[config.mk]
export PLATFORM = sky130hd
export DESIGN_NAME = bcd_serial_subtractor
export DESIGN_NICKNAME = d
export VERILOG_FILES = /design/src/rtl/bcd_serial_subtractor.sv
export SDC_FILE = /design/constraint.sdc
export NUM_CORES = 1
export LEC_CHECK = 0
export CAP_MARGIN = 20
export CELL_PAD_IN_SITES_DETAIL_PLACEMENT = 0
export CELL_PAD_IN_SITES_GLOBAL_PLACEMENT = 1
export CORE_MARGIN = 1.5
export CORE_UTILIZATION = 44
export CTS_CLUSTER_DIAMETER = 100
export DETAILED_ROUTE_END_ITERATION = 7
export PLACE_DENSITY = 0.92
export SETUP_SLACK_MARGIN = 0.5
export SYNTH_ARGS = -nofsm -noshare
export SYNTH_HDL_FRONTEND = slang
export SYNTH_SLANG_ARGS = --single-unit
[constraint.sdc]
create_clock -name clk -period 8.12 [get_ports clk]
set_clock_uncertainty 0.1 [all_clocks]
set_input_delay 1.624 -clock clk [delete_from_list [all_inputs] [get_ports clk]]
set_output_delay 1.624 -clock clk [all_outputs]
set_load 0.05 [all_outputs]
[src/rtl/bcd_serial_subtractor.sv]
// ---------------------------------------------------------------------------
// bcd_serial_subtractor
//
// Purpose:
//   Subtracts two packed-BCD numbers (A - B) one digit per clock cycle.
//   It returns the magnitude |A - B| and a sign flag.
//
//   The SUB pass computes A + (10^N - 1 - B) + 1 digit by digit, using the
//   nine's complement of B plus an initial carry of one. A final carry of
//   one means A >= B, and the stored digits are already the answer.
//
//   A final carry of zero means A < B. The stored digits then hold
//   10^N - |A - B|. A FIX pass ten's-complements them back into the
//   magnitude.
//
//   Operands containing a non-decimal digit are rejected at capture time.
//
// Ports:
//   clk     - single clock, rising edge
//   rst_n   - asynchronous active-low reset
//   start   - capture a/b and begin; only looked at while idle
//   a, b    - minuend / subtrahend, packed BCD, digit 0 in bits [3:0]
//   busy    - high whenever the FSM is not idle
//   done    - one-cycle completion pulse
//   result  - |A - B| in packed BCD (valid when done is high)
//   neg     - high when A < B
//   invalid - high when a captured digit was greater than 9
// ---------------------------------------------------------------------------
module bcd_serial_subtractor #(
  parameter int N = 4
) (
  input  logic           clk,
  input  logic           rst_n,
  input  logic           start,
  input  logic [4*N-1:0] a,
  input  logic [4*N-1:0] b,
  output logic           busy,
  output logic           done,
  output logic [4*N-1:0] result,
  output logic           neg,
  output logic           invalid
);

  localparam int IDXW = (N > 1) ? $clog2(N) : 1;

  typedef enum logic [1:0] {
    IDLE = 2'd0,
    SUB  = 2'd1,
    FIX  = 2'd2,
    DONE = 2'd3
  } state_t;

  state_t state, state_next;

  logic [4*N-1:0] a_reg, b_reg, res_reg, res_upd;
  logic [IDXW-1:0] idx;
  logic carry, neg_reg, invalid_reg, done_reg;
  logic [3:0] a_dig, b_dig, r_dig, dig_out;
  logic [4:0] sum;
  logic carry_out, last_digit, start_bad;

  // True if any nibble of the packed operand is not a decimal digit.
  function automatic logic has_bad_digit(input logic [4*N-1:0] v);
    logic bad;
    bad = 1'b0;
    for (int i = 0; i < N; i++) begin
      if (v[i*4 +: 4] > 4'd9) bad = 1'b1;
    end
    return bad;
  endfunction

  assign start_bad  = has_bad_digit(a) | has_bad_digit(b);
  assign last_digit = (idx == IDXW'(N - 1));

  // Pick out the digit currently being worked on from each register.
  // A mux loop keeps every index in range for any N.
  always_comb begin
    a_dig = '0;
    b_dig = '0;
    r_dig = '0;
    for (int i = 0; i < N; i++) begin
      if (idx == IDXW'(i)) begin
        a_dig = a_reg[i*4 +: 4];
        b_dig = b_reg[i*4 +: 4];
        r_dig = res_reg[i*4 +: 4];
      end
    end
  end

  // One decimal digit step, shared by both passes.
  //   SUB: a_d + (9 - b_d) + c
  //   FIX: (9 - r_d) + c
  // Both use the same "above nine -> subtract ten, carry out" correction.
  always_comb begin
    if (state == FIX) begin
      sum = (5'd9 - {1'b0, r_dig}) + {4'd0, carry};
    end else begin
      sum = {1'b0, a_dig} + (5'd9 - {1'b0, b_dig}) + {4'd0, carry};
    end
    if (sum > 5'd9) begin
      dig_out   = 4'(sum - 5'd10);
      carry_out = 1'b1;
    end else begin
      dig_out   = sum[3:0];
      carry_out = 1'b0;
    end
  end

  // Copy of the result register with the current digit replaced.
  // This is what gets written back in both SUB and FIX.
  always_comb begin
    res_upd = res_reg;
    for (int i = 0; i < N; i++) begin
      if (idx == IDXW'(i)) res_upd[i*4 +: 4] = dig_out;
    end
  end

  // State register.
  always_ff @(posedge clk or negedge rst_n) begin
    if (!rst_n) state <= IDLE;
    else        state <= state_next;
  end

  // Next-state logic.
  // Bad operands skip straight to DONE. A SUB pass with no final carry
  // (A < B) detours through FIX before finishing.
  always_comb begin
    state_next = state;
    case (state)
      IDLE: if (start) state_next = start_bad ? DONE : SUB;
      SUB:  if (last_digit) state_next = carry_out ? DONE : FIX;
      FIX:  if (last_digit) state_next = DONE;
      DONE: state_next = IDLE;
      default: state_next = IDLE;
    endcase
  end

  // Datapath registers: operands, result digits, carry, digit index and
  // the sticky flags.
  //
  // done is registered from the DONE state, so the pulse shows up on the
  // edge that returns the FSM to IDLE. A new start can therefore be
  // presented while done is still high.
  always_ff @(posedge clk or negedge rst_n) begin
    if (!rst_n) begin
      a_reg       <= '0;
      b_reg       <= '0;
      res_reg     <= '0;
      idx         <= '0;
      carry       <= 1'b0;
      neg_reg     <= 1'b0;
      invalid_reg <= 1'b0;
      done_reg    <= 1'b0;
    end else begin
      done_reg <= (state == DONE);
      case (state)
        IDLE: begin
          if (start) begin
            a_reg       <= a;
            b_reg       <= b;
            res_reg     <= '0;
            idx         <= '0;
            carry       <= 1'b1;
            neg_reg     <= 1'b0;
            invalid_reg <= start_bad;
          end
        end
        SUB: begin
          res_reg <= res_upd;
          carry   <= carry_out;
          if (last_digit) begin
            idx <= '0;
            if (!carry_out) begin
              neg_reg <= 1'b1;
              carry   <= 1'b1;
            end
          end else begin
            idx <= idx + IDXW'(1);
          end
        end
        FIX: begin
          res_reg <= res_upd;
          carry   <= carry_out;
          if (last_digit) idx <= '0;
          else            idx <= idx + IDXW'(1);
        end
        default: ;
      endcase
    end
  end

  assign busy    = (state != IDLE);
  assign done    = done_reg;
  assign result  = res_reg;
  assign neg     = neg_reg;
  assign invalid = invalid_reg;

endmodule

==> flow_metrics.env, run 1 <==
export IMPL_grt_pass1_vias=2556
export IMPL_gp_congestion=0.8215
export IMPL_dr_pass1_iters=4
export IMPL_hp_class="reg2reg"
export IMPL_synth_seq_cells=56
export IMPL_critical_path_class="reg2reg"
export IMPL_hpwl_mm=5.432
export IMPL_hold_buffers=0
export IMPL_netlist_area_leader_share_pct=43.85
export IMPL_layout_drive_gt1_share_pct=15.30
export IMPL_die_h_um=88.22
export IMPL_drv_slew=0
export IMPL_yosysWarningCount=0
export IMPL_slew_headroom_pct=46.98
export IMPL_die_w_um=88.22
export IMPL_core_region_area_um2=6907
export IMPL_crit_fanout=16
export IMPL_syn_area_um2=3196
export IMPL_num_rows=30
export IMPL_min_period_over_period_pct=59.42
export IMPL_ff_latch_area_um2=1401
export IMPL_syn_nets=370
export IMPL_clock_root_buffer="clkbuf_8"
export IMPL_nNetsFinal=420
export IMPL_wl_mm=7.209
export IMPL_drc_errors=0
export IMPL_outcome="complete, no violations"
export IMPL_drtIter0Drc=216
export IMPL_num_vias=2503
export IMPL_finalHoldViolations=0
export IMPL_post_synth_top_count_cell="dfrtp_1"
export IMPL_worst_pin_slew_ns=0.7954
export IMPL_cts_buffers_inserted=5
export IMPL_cap_violations=0
export IMPL_drt_vias_per_instance=5.418
export IMPL_cts_resized=0
export IMPL_syn_inst=316
export IMPL_synthArstFlopShare_pct=100.0
export IMPL_ios=55
export IMPL_grt_pass1_wl_mm=12.30
export IMPL_grt_overflow=0
export IMPL_grt_max_degree=57
export IMPL_cts_htree_levels=2
export IMPL_cp_data_required_time_ns=8.20
export IMPL_cpMostUsedCell="ha_1"
export IMPL_track_usage_pct=20.29
export IMPL_path_cells="inv_1 -> ha_1 -> inv_1 -> and3_1 -> a21oi_1 -> nor2_1 -> a21oi_1 -> o21ai_0 -> fa_1 -> ha_1 -> fa_1 -> o21ai_0 -> ha_1 -> mux2i_1 -> nor2_1 -> a41o_1 -> o31a_1 -> xnor2_2 -> o22ai_1"
export IMPL_cpPeakStageDelay_ns=0.53
export IMPL_synth_edf_count=0
export IMPL_drt_wirelength_per_cell_um=15.60
export IMPL_cts_sinks=56
export IMPL_seq_area_frac_synth_pct=43.85
export IMPL_end_kind="flop"
export IMPL_postCtsSetupBuffers=0
export IMPL_synth_main_ff_cell="dfrtp_1"
export IMPL_syn2layout_area_growth_pct=21.89
export IMPL_numPortBuffers=54
export IMPL_initial_utilization_pct=46.27
export IMPL_fillers=624
export IMPL_multi_input_area_um2=1655
export IMPL_yosys_top_cells_count="dfrtp_1, mux2_2, a21oi_1"
export IMPL_postRouteAntennaNets=0
export IMPL_clk_path_buf_depth=2
export IMPL_rsz0062_at_grt="false"
export IMPL_synth_cell_types=44
export IMPL_fin_crit_ns=4.825
export IMPL_insertion_delay_ns=0.31
export IMPL_cts_tree="built"
export IMPL_die_area_um2=7783
export IMPL_yosys_top_cells_area="dfrtp_1, mux2_2, ha_1"
export IMPL_cp_arrival_ns=4.90
export IMPL_antenna_found_initial=0
export IMPL_setup_viol_count_final=0
export IMPL_fmax_ghz=0.2073
export IMPL_yosys_area_top_type="dfrtp_1"
export IMPL_tns_ns=0
export IMPL_cp_slowest_cell="fa_1"
export IMPL_synth_area_per_cell_um2=10.11
export IMPL_clk_pin_slew_worst_paths_ns=0.10
export IMPL_critPathLaunchType="flop"
export IMPL_diodes=0
## stage by stage
stage          instances  area (µm²)  util, %  hold slack, ns  setup WS [ns]
2_1_floorplan        316        3196        -          0.3712          3.846
3_3_place_gp         455        3814    55.22          0.3822          3.505
3_5_place_dp         455        3814    55.22          0.3881          3.353
4_1_cts              462        3895    56.39          0.4125          3.329
5_1_grt              462        3895    56.39          0.4261          2.893
6_report             462        3895    56.39          0.4054          3.295
## cell type report
class	instances	share of cell area [%]
Inverter	21	2.024
Clock buffer	6	1.863
Clock inverter	1	0.2249
Timing Repair Buffer	57	14.33
Sequential cell	56	35.98
Tap cell	96	3.084
Multi-Input combinational cell	225	42.50
## cells by family (layout without fill, tap and decap cells)
kind of cell,count (synthesis),in the layout,synth area share (%)
DFF,56,56,43.85
muxes,39,39,13.63
adders and majority gates,19,19,7.909
xor gates and xnor gates,4,4,1.332
AOI/OAI and AO/OA,89,89,17.31
buffers and inverters,35,85,4.346
and+or+nand+nor,74,74,11.63
## cells in the final DEF (no fill, tap or decap), drive strengths merged, types with 6 or more instances in the layout
master / n
dfrtp: 56
clkdlybuf4s50: 53
a21oi: 38
mux2: 36
nor2: 27
o21ai: 23
inv: 22
nand2: 17
ha: 17
and3: 9
o22ai: 6
clkbuf: 6
## critical path: cells and delay by family, from the launching register on
kind,cells,cell delay [ns]
adders and majority gates,5,1.91
buffers and inverters,2,0.38
muxes,1,0.14
and+or+nand+nor,3,0.31
DFF,1,0.41
xor gates and xnor gates,1,0.26
AOI/OAI and AO/OA,7,1.15
## routing by layer
layer / global-route usage, % / share of wire, %
met3: 3.172 / 3.6
met2: 35.46 / 50
met5: 0 / 0
met4: 4.545 / 0.92
met1: 26.67 / 46
## worst paths after layout
check / endpoint / from / slack (ns) / cells past startpoint
setup / recovery: result[9] / idx[1] / 3.30 / 19
hold / removal: invalid / invalid / 0.41 / 2
setup reg to reg: result[9] / idx[1] / 3.30 / 19
hold reg to reg: invalid / invalid / 0.41 / 2
max in group asynchronous: state[0] / rst_n / 6.10 / 2
min in group asynchronous: result[14] / rst_n / 1.33 / 2
Power of run 1 is left out: the tool's default activity adds up to more than one toggle a clock period on the data nets, which glitch-free logic cannot reach.
==> inputs of run 2 (changes only) <==
--- a/config.mk
+++ b/config.mk
@@ -9,10 +9,10 @@
 export CELL_PAD_IN_SITES_DETAIL_PLACEMENT = 0
 export CELL_PAD_IN_SITES_GLOBAL_PLACEMENT = 1
 export CORE_MARGIN = 1.5
-export CORE_UTILIZATION = 44
+export CORE_UTILIZATION = 41
 export CTS_CLUSTER_DIAMETER = 100
 export DETAILED_ROUTE_END_ITERATION = 7
-export PLACE_DENSITY = 0.92
+export PLACE_DENSITY = 0.87
 export SETUP_SLACK_MARGIN = 0.5
 export SYNTH_ARGS = -nofsm -noshare
 export SYNTH_HDL_FRONTEND = slang
==> constraint.sdc (replaced) <==
create_clock -name clk -period 4.55 [get_ports clk]
set_clock_uncertainty 0.1 [all_clocks]
set_input_delay 0.91 -clock clk [delete_from_list [all_inputs] [get_ports clk]]
set_output_delay 0.91 -clock clk [all_outputs]
set_load 0.05 [all_outputs]
==> flow_metrics.env, run 2 (same netlist as run 1, synthesis figures left out) <==
export IMPL_hpwl_mm=5.669
export IMPL_grt_pass1_wl_mm=12.88
export IMPL_die_area_um2=8333
export IMPL_initial_utilization_pct=41.79
export IMPL_antenna_found_initial=0
export IMPL_hp_class="reg2reg"
export IMPL_drv_slew=0
export IMPL_die_w_um=91.29
export IMPL_outcome="complete, no violations"
export IMPL_diodes=0
export IMPL_drtIter0Drc=103
export IMPL_grt_overflow=0
export IMPL_drt_vias_per_instance=5.369
export IMPL_finalHoldViolations=0
export IMPL_reg2reg_depth=21
export IMPL_clock_root_buffer="clkbuf_8"
export IMPL_fmax_ghz=0.2466
export IMPL_clk_path_buf_depth=2
export IMPL_syn2layout_area_growth_pct=29.05
export IMPL_drt_wirelength_per_cell_um=16.17
export IMPL_cts_htree_levels=2
export IMPL_rsz0062_at_grt="true"
export IMPL_slew_headroom_pct=44.79
export IMPL_cp_endpoint="neg"
export IMPL_timing_rr_end="neg"
export IMPL_worstSetupStartpoint="idx[1]"
export IMPL_ios=55
export IMPL_track_usage_pct=19.59
export IMPL_num_vias=2588
export IMPL_layout_common_cells="dfrtp_1, clkdlybuf4s50_1, mux2_2"
export IMPL_worst_pin_slew_ns=0.8195
export IMPL_num_rows=32
export IMPL_drc_errors=0
export IMPL_grt_max_degree=38
export IMPL_cts_buffers_inserted=5
export IMPL_nNetsFinal=433
export IMPL_grt_pass1_vias=2672
export IMPL_crit_fanout=5
export IMPL_setup_viol_count_final=0
export IMPL_min_period_over_period_pct=89.14
export IMPL_numPortBuffers=54
export IMPL_tns_ns=0
export IMPL_layout_drive_gt1_share_pct=24.47
export IMPL_critPathLaunchType="flop"
export IMPL_dr_pass1_iters=4
export IMPL_fin_crit_ns=4.056
export IMPL_hold_depth=1
export IMPL_die_h_um=91.29
export IMPL_core_region_area_um2=7647
export IMPL_postRouteAntennaNets=0
export IMPL_wl_mm=7.796
export IMPL_cts_tree="built"
export IMPL_cap_violations=0
export IMPL_end_kind="flop"
export IMPL_gp_congestion=0.8297
export IMPL_clk_pin_slew_worst_paths_ns=0.12
export IMPL_r2r_start="idx[1]"
export IMPL_final_common_cell="dfrtp_1"
export IMPL_cts_sinks=56
export IMPL_insertion_delay_ns=0.33
export IMPL_cp_data_required_time_ns=4.67
export IMPL_r2r_slack_ns=0.49
export IMPL_cp_arrival_ns=4.17
export IMPL_critical_path_class="reg2reg"
==> run 2: changes by cell type in the layout (fill, tap and decap cells not counted), sizes merged <==
cell / delta
buf: +12
clkbuf: -1
clkinvlp: +2
inv: +1
==> run 2: repair_timing <==
action / 4_1_cts / 5_1_grt
setup endpoints to repair: 15 / 15
pin swaps: 8 / 13
hold endpoints to repair: 0 / 0
setup buffers: 6 / 4
gates cloned: 1 / 0
hold buffers: 0 / 0
resized for setup: 13 / 16
==> run 2: worst min path at each step <==
stage	start	endpoint
after floorplan	a_reg[0]	a_reg[0]
after CTS	a_reg[2]	a_reg[2]
after detailed placement	a_reg[2]	a_reg[2]
after global routing	a_reg[13]	a_reg[13]
final	a_reg[2]	a_reg[2]
after global placement	invalid	invalid
==> run 2: layer usage <==
layer  part of all wire (%)  vias up  GRT usage [%]  wire [µm]
met2                     51       61          34.58       4010
met4                    1.0        0          4.557         79
li1                       -     1263              -          -
met3                    3.3        8          3.601        255
met5                      0        -              0          0
met1                     44     1256          24.72       3451
==> run 2: critical path: stages (launching register included) <==
cell	delay, ns
dfrtp_1	0.42
inv_2	0.11
ha_4	0.18
clkinvlp_4	0.12
and3_4	0.17
a21oi_2	0.09
nor2_1	0.05
a21oi_2	0.13
o21ai_2	0.08
fa_2	0.39
ha_4	0.18
fa_1	0.51
o21ai_1	0.07
ha_2	0.21
mux2i_1	0.13
nor2_1	0.06
a41o_1	0.25
o31a_1	0.29
buf_4	0.15
buf_6	0.11
nand4_1	0.08
nand2_1	0.06
==> run 2: final cells by class <==
type,instances,area (µm²)
fill,678,3523
multi-input combinational,225,1755
clock buffer,5,68.82
inverter,21,82.58
timing repair buffer,69,651.9
sequential,56,1401
tap,102,127.6
timing repair inverter,1,7.507
clock inverter,3,28.78
==> run 2: through the flow <==
step	setup slack, ns	cell area, µm²	std cells	hold WS [ns]	utilization, %
floorplan	0.5097	3217	316	0.3712	-
global placement	0.2574	3851	463	0.3876	50.36
detailed placement	0.1141	3851	463	0.3922	50.36
CTS	0.4755	4033	478	0.4194	52.73
global route	0.2758	4124	482	0.4413	53.93
finish	0.4941	4124	482	0.4192	53.93
Power of run 2 is left out for the same reason.
==> inputs of run 3 (changes only) <==
--- a/config.mk
+++ b/config.mk
@@ -9,10 +9,10 @@
 export CELL_PAD_IN_SITES_DETAIL_PLACEMENT = 0
 export CELL_PAD_IN_SITES_GLOBAL_PLACEMENT = 1
 export CORE_MARGIN = 1.5
-export CORE_UTILIZATION = 41
+export CORE_UTILIZATION = 44
 export CTS_CLUSTER_DIAMETER = 100
 export DETAILED_ROUTE_END_ITERATION = 7
-export PLACE_DENSITY = 0.87
+export PLACE_DENSITY = 0.92
 export SETUP_SLACK_MARGIN = 0.5
 export SYNTH_ARGS = -nofsm -noshare
 export SYNTH_HDL_FRONTEND = slang
==> constraint.sdc (replaced) <==
create_clock -name clk -period 5.1 [get_ports clk]
set_clock_uncertainty 0.1 [all_clocks]
set_input_delay 1.02 -clock clk [delete_from_list [all_inputs] [get_ports clk]]
set_output_delay 1.02 -clock clk [all_outputs]
set_load 0.05 [all_outputs]
==> flow_metrics.env, run 3 (same netlist as run 1, synthesis figures left out) <==
export IMPL_die_w_um=88.22
export IMPL_reg2reg_depth=21
export IMPL_layout_common_cells="dfrtp_1, clkdlybuf4s50_1, mux2_2"
export IMPL_grt_pass1_vias=2523
export IMPL_tns_ns=0
export IMPL_r2r_slack_ns=0.73
export IMPL_grt_max_degree=57
export IMPL_fin_cells=469
export IMPL_ios=55
export IMPL_path_cells="inv_2 -> ha_4 -> clkinvlp_4 -> buf_4 -> and3_1 -> a21oi_1 -> nor2_1 -> a21oi_1 -> nor2_1 -> a21oi_1 -> fa_1 -> ha_1 -> fa_1 -> o21ai_0 -> ha_2 -> mux2i_1 -> nor2_1 -> a41o_1 -> o31a_1 -> xnor2_2 -> o22ai_1"
export IMPL_worstSetupStartpoint="idx[1]"
export IMPL_dr_pass1_iters=4
export IMPL_hold_buffers=0
export IMPL_hp_class="reg2reg"
export IMPL_final_common_cell="dfrtp_1"
export IMPL_insertion_delay_ns=0.31
export IMPL_critical_path_class="reg2reg"
export IMPL_cts_htree_levels=2
export IMPL_cp_arrival_ns=4.45
export IMPL_numPortBuffers=54
export IMPL_cts_tree="built"
export IMPL_num_rows=30
export IMPL_finalHoldViolations=0
export IMPL_clk_path_buf_depth=2
export IMPL_num_vias=2570
export IMPL_fillers=632
export IMPL_cap_violations=0
export IMPL_r2r_start="idx[1]"
export IMPL_worstHoldStart="invalid"
export IMPL_gp_congestion=0.8233
export IMPL_die_h_um=88.22
export IMPL_worst_pin_slew_ns=0.7259
export IMPL_slew_headroom_pct=51.60
export IMPL_drv_slew=0
export IMPL_clk_pin_slew_worst_paths_ns=0.10
export IMPL_drt_wirelength_per_cell_um=15.30
export IMPL_grt_pass1_wl_mm=12.19
export IMPL_cts_buffers_inserted=5
export IMPL_hpwl_mm=5.365
export IMPL_antenna_found_initial=0
export IMPL_crit_buf_inv=3
export IMPL_layout_drive_gt1_share_pct=19.30
export IMPL_cpPeakStageDelay_ns=0.54
export IMPL_outcome="complete, no violations"
export IMPL_diodes=0
export IMPL_nNetsFinal=427
export IMPL_crit_fanout=7
export IMPL_min_period_over_period_pct=85.65
export IMPL_hold_depth=2
export IMPL_wl_mm=7.177
export IMPL_cts_sinks=56
export IMPL_track_usage_pct=19.94
export IMPL_end_kind="flop"
export IMPL_syn2layout_area_growth_pct=25.33
export IMPL_cp_slowest_cell="fa_1"
export IMPL_fmax_ghz=0.2289
export IMPL_fin_crit_ns=4.368
export IMPL_die_area_um2=7783
export IMPL_dp_cells=456
export IMPL_grt_overflow=0
export IMPL_setup_viol_count_final=0
export IMPL_hold_end="invalid"
export IMPL_rsz0062_at_grt="false"
export IMPL_path_delay_family="adder cells"
export IMPL_drt_vias_per_instance=5.480
export IMPL_drtIter0Drc=153
export IMPL_critPathLaunchType="flop"
export IMPL_clock_root_buffer="clkbuf_8"
export IMPL_postRouteAntennaNets=0
export IMPL_cp_data_required_time_ns=5.18
export IMPL_timing_rr_end="result[5]"
export IMPL_core_region_area_um2=6907
export IMPL_drc_errors=0
export IMPL_initial_utilization_pct=46.27
-- run 3: cell count changes in the layout (fill, tap and decap cells not counted), sizes merged --
| cell | before | now |
|---|---|---|
| buf | 16 | 11 |
| clkbuf | 5 | 6 |
| clkinv | 0 | 1 |
| inv | 23 | 20 |
| clkinvlp | 2 | 1 |
-- run 3: worst max-delay path by stage --
stage / endpoint / cells after the start / slack [ns]
after floorplan: result[10] / 20 / 0.83
after global placement: result[5] / 19 / 0.70
after detailed placement: result[5] / 19 / 0.59
after CTS: result[5] / 19 / 0.54
after global routing: result[5] / 19 / 0.49
final: result[5] / 21 / 0.73
-- run 3: metal layers --
metal	vias up	part of all wire (%)	global-route usage [%]
li1	1247	-	-
met1	1238	45	27.36
met2	78	50	34.21
met3	7	4.8	2.892
met4	0	0.68	3.551
met5	-	0	0
-- run 3: stage by stage --
step                      hold slack, ns  area, µm²  worst slack [ns]  utilization, %
after floorplan                   0.3712       3196            0.8260               -
after global placement            0.3815       3821            0.6977           55.33
after detailed placement          0.3900       3821            0.5873           55.33
after CTS                         0.4119       3913            0.5441           56.65
after global routing              0.4275       4005            0.4933           57.99
final                             0.4065       4005            0.7320           57.99
-- run 3: area by class of cell --
cell class	count	area, µm²	area share [%]
clock buffers	6	82.58	2.062
clock inverters	1	8.758	0.2187
inverters	21	82.58	2.062
multi-input cells	225	1699	42.42
flip-flops and latches	56	1401	34.99
well taps	96	120.1	2.999
repair buffers	64	610.6	15.25
-- run 3: timing repair --
item | 4_1_cts | 5_1_grt
resized for setup | 0 | 11
setup buffers | 0 | 6
endpoints found under the setup margin | 0 | 15
-- run 3: worst min-delay path, delay by kind of cell (launching register included) --
family / cells / cell delay, ns
flops: 1 / 0.35
simple gates: 1 / 0.07
compound gates: 1 / 0.05
Power of run 3 is left out for the same reason.
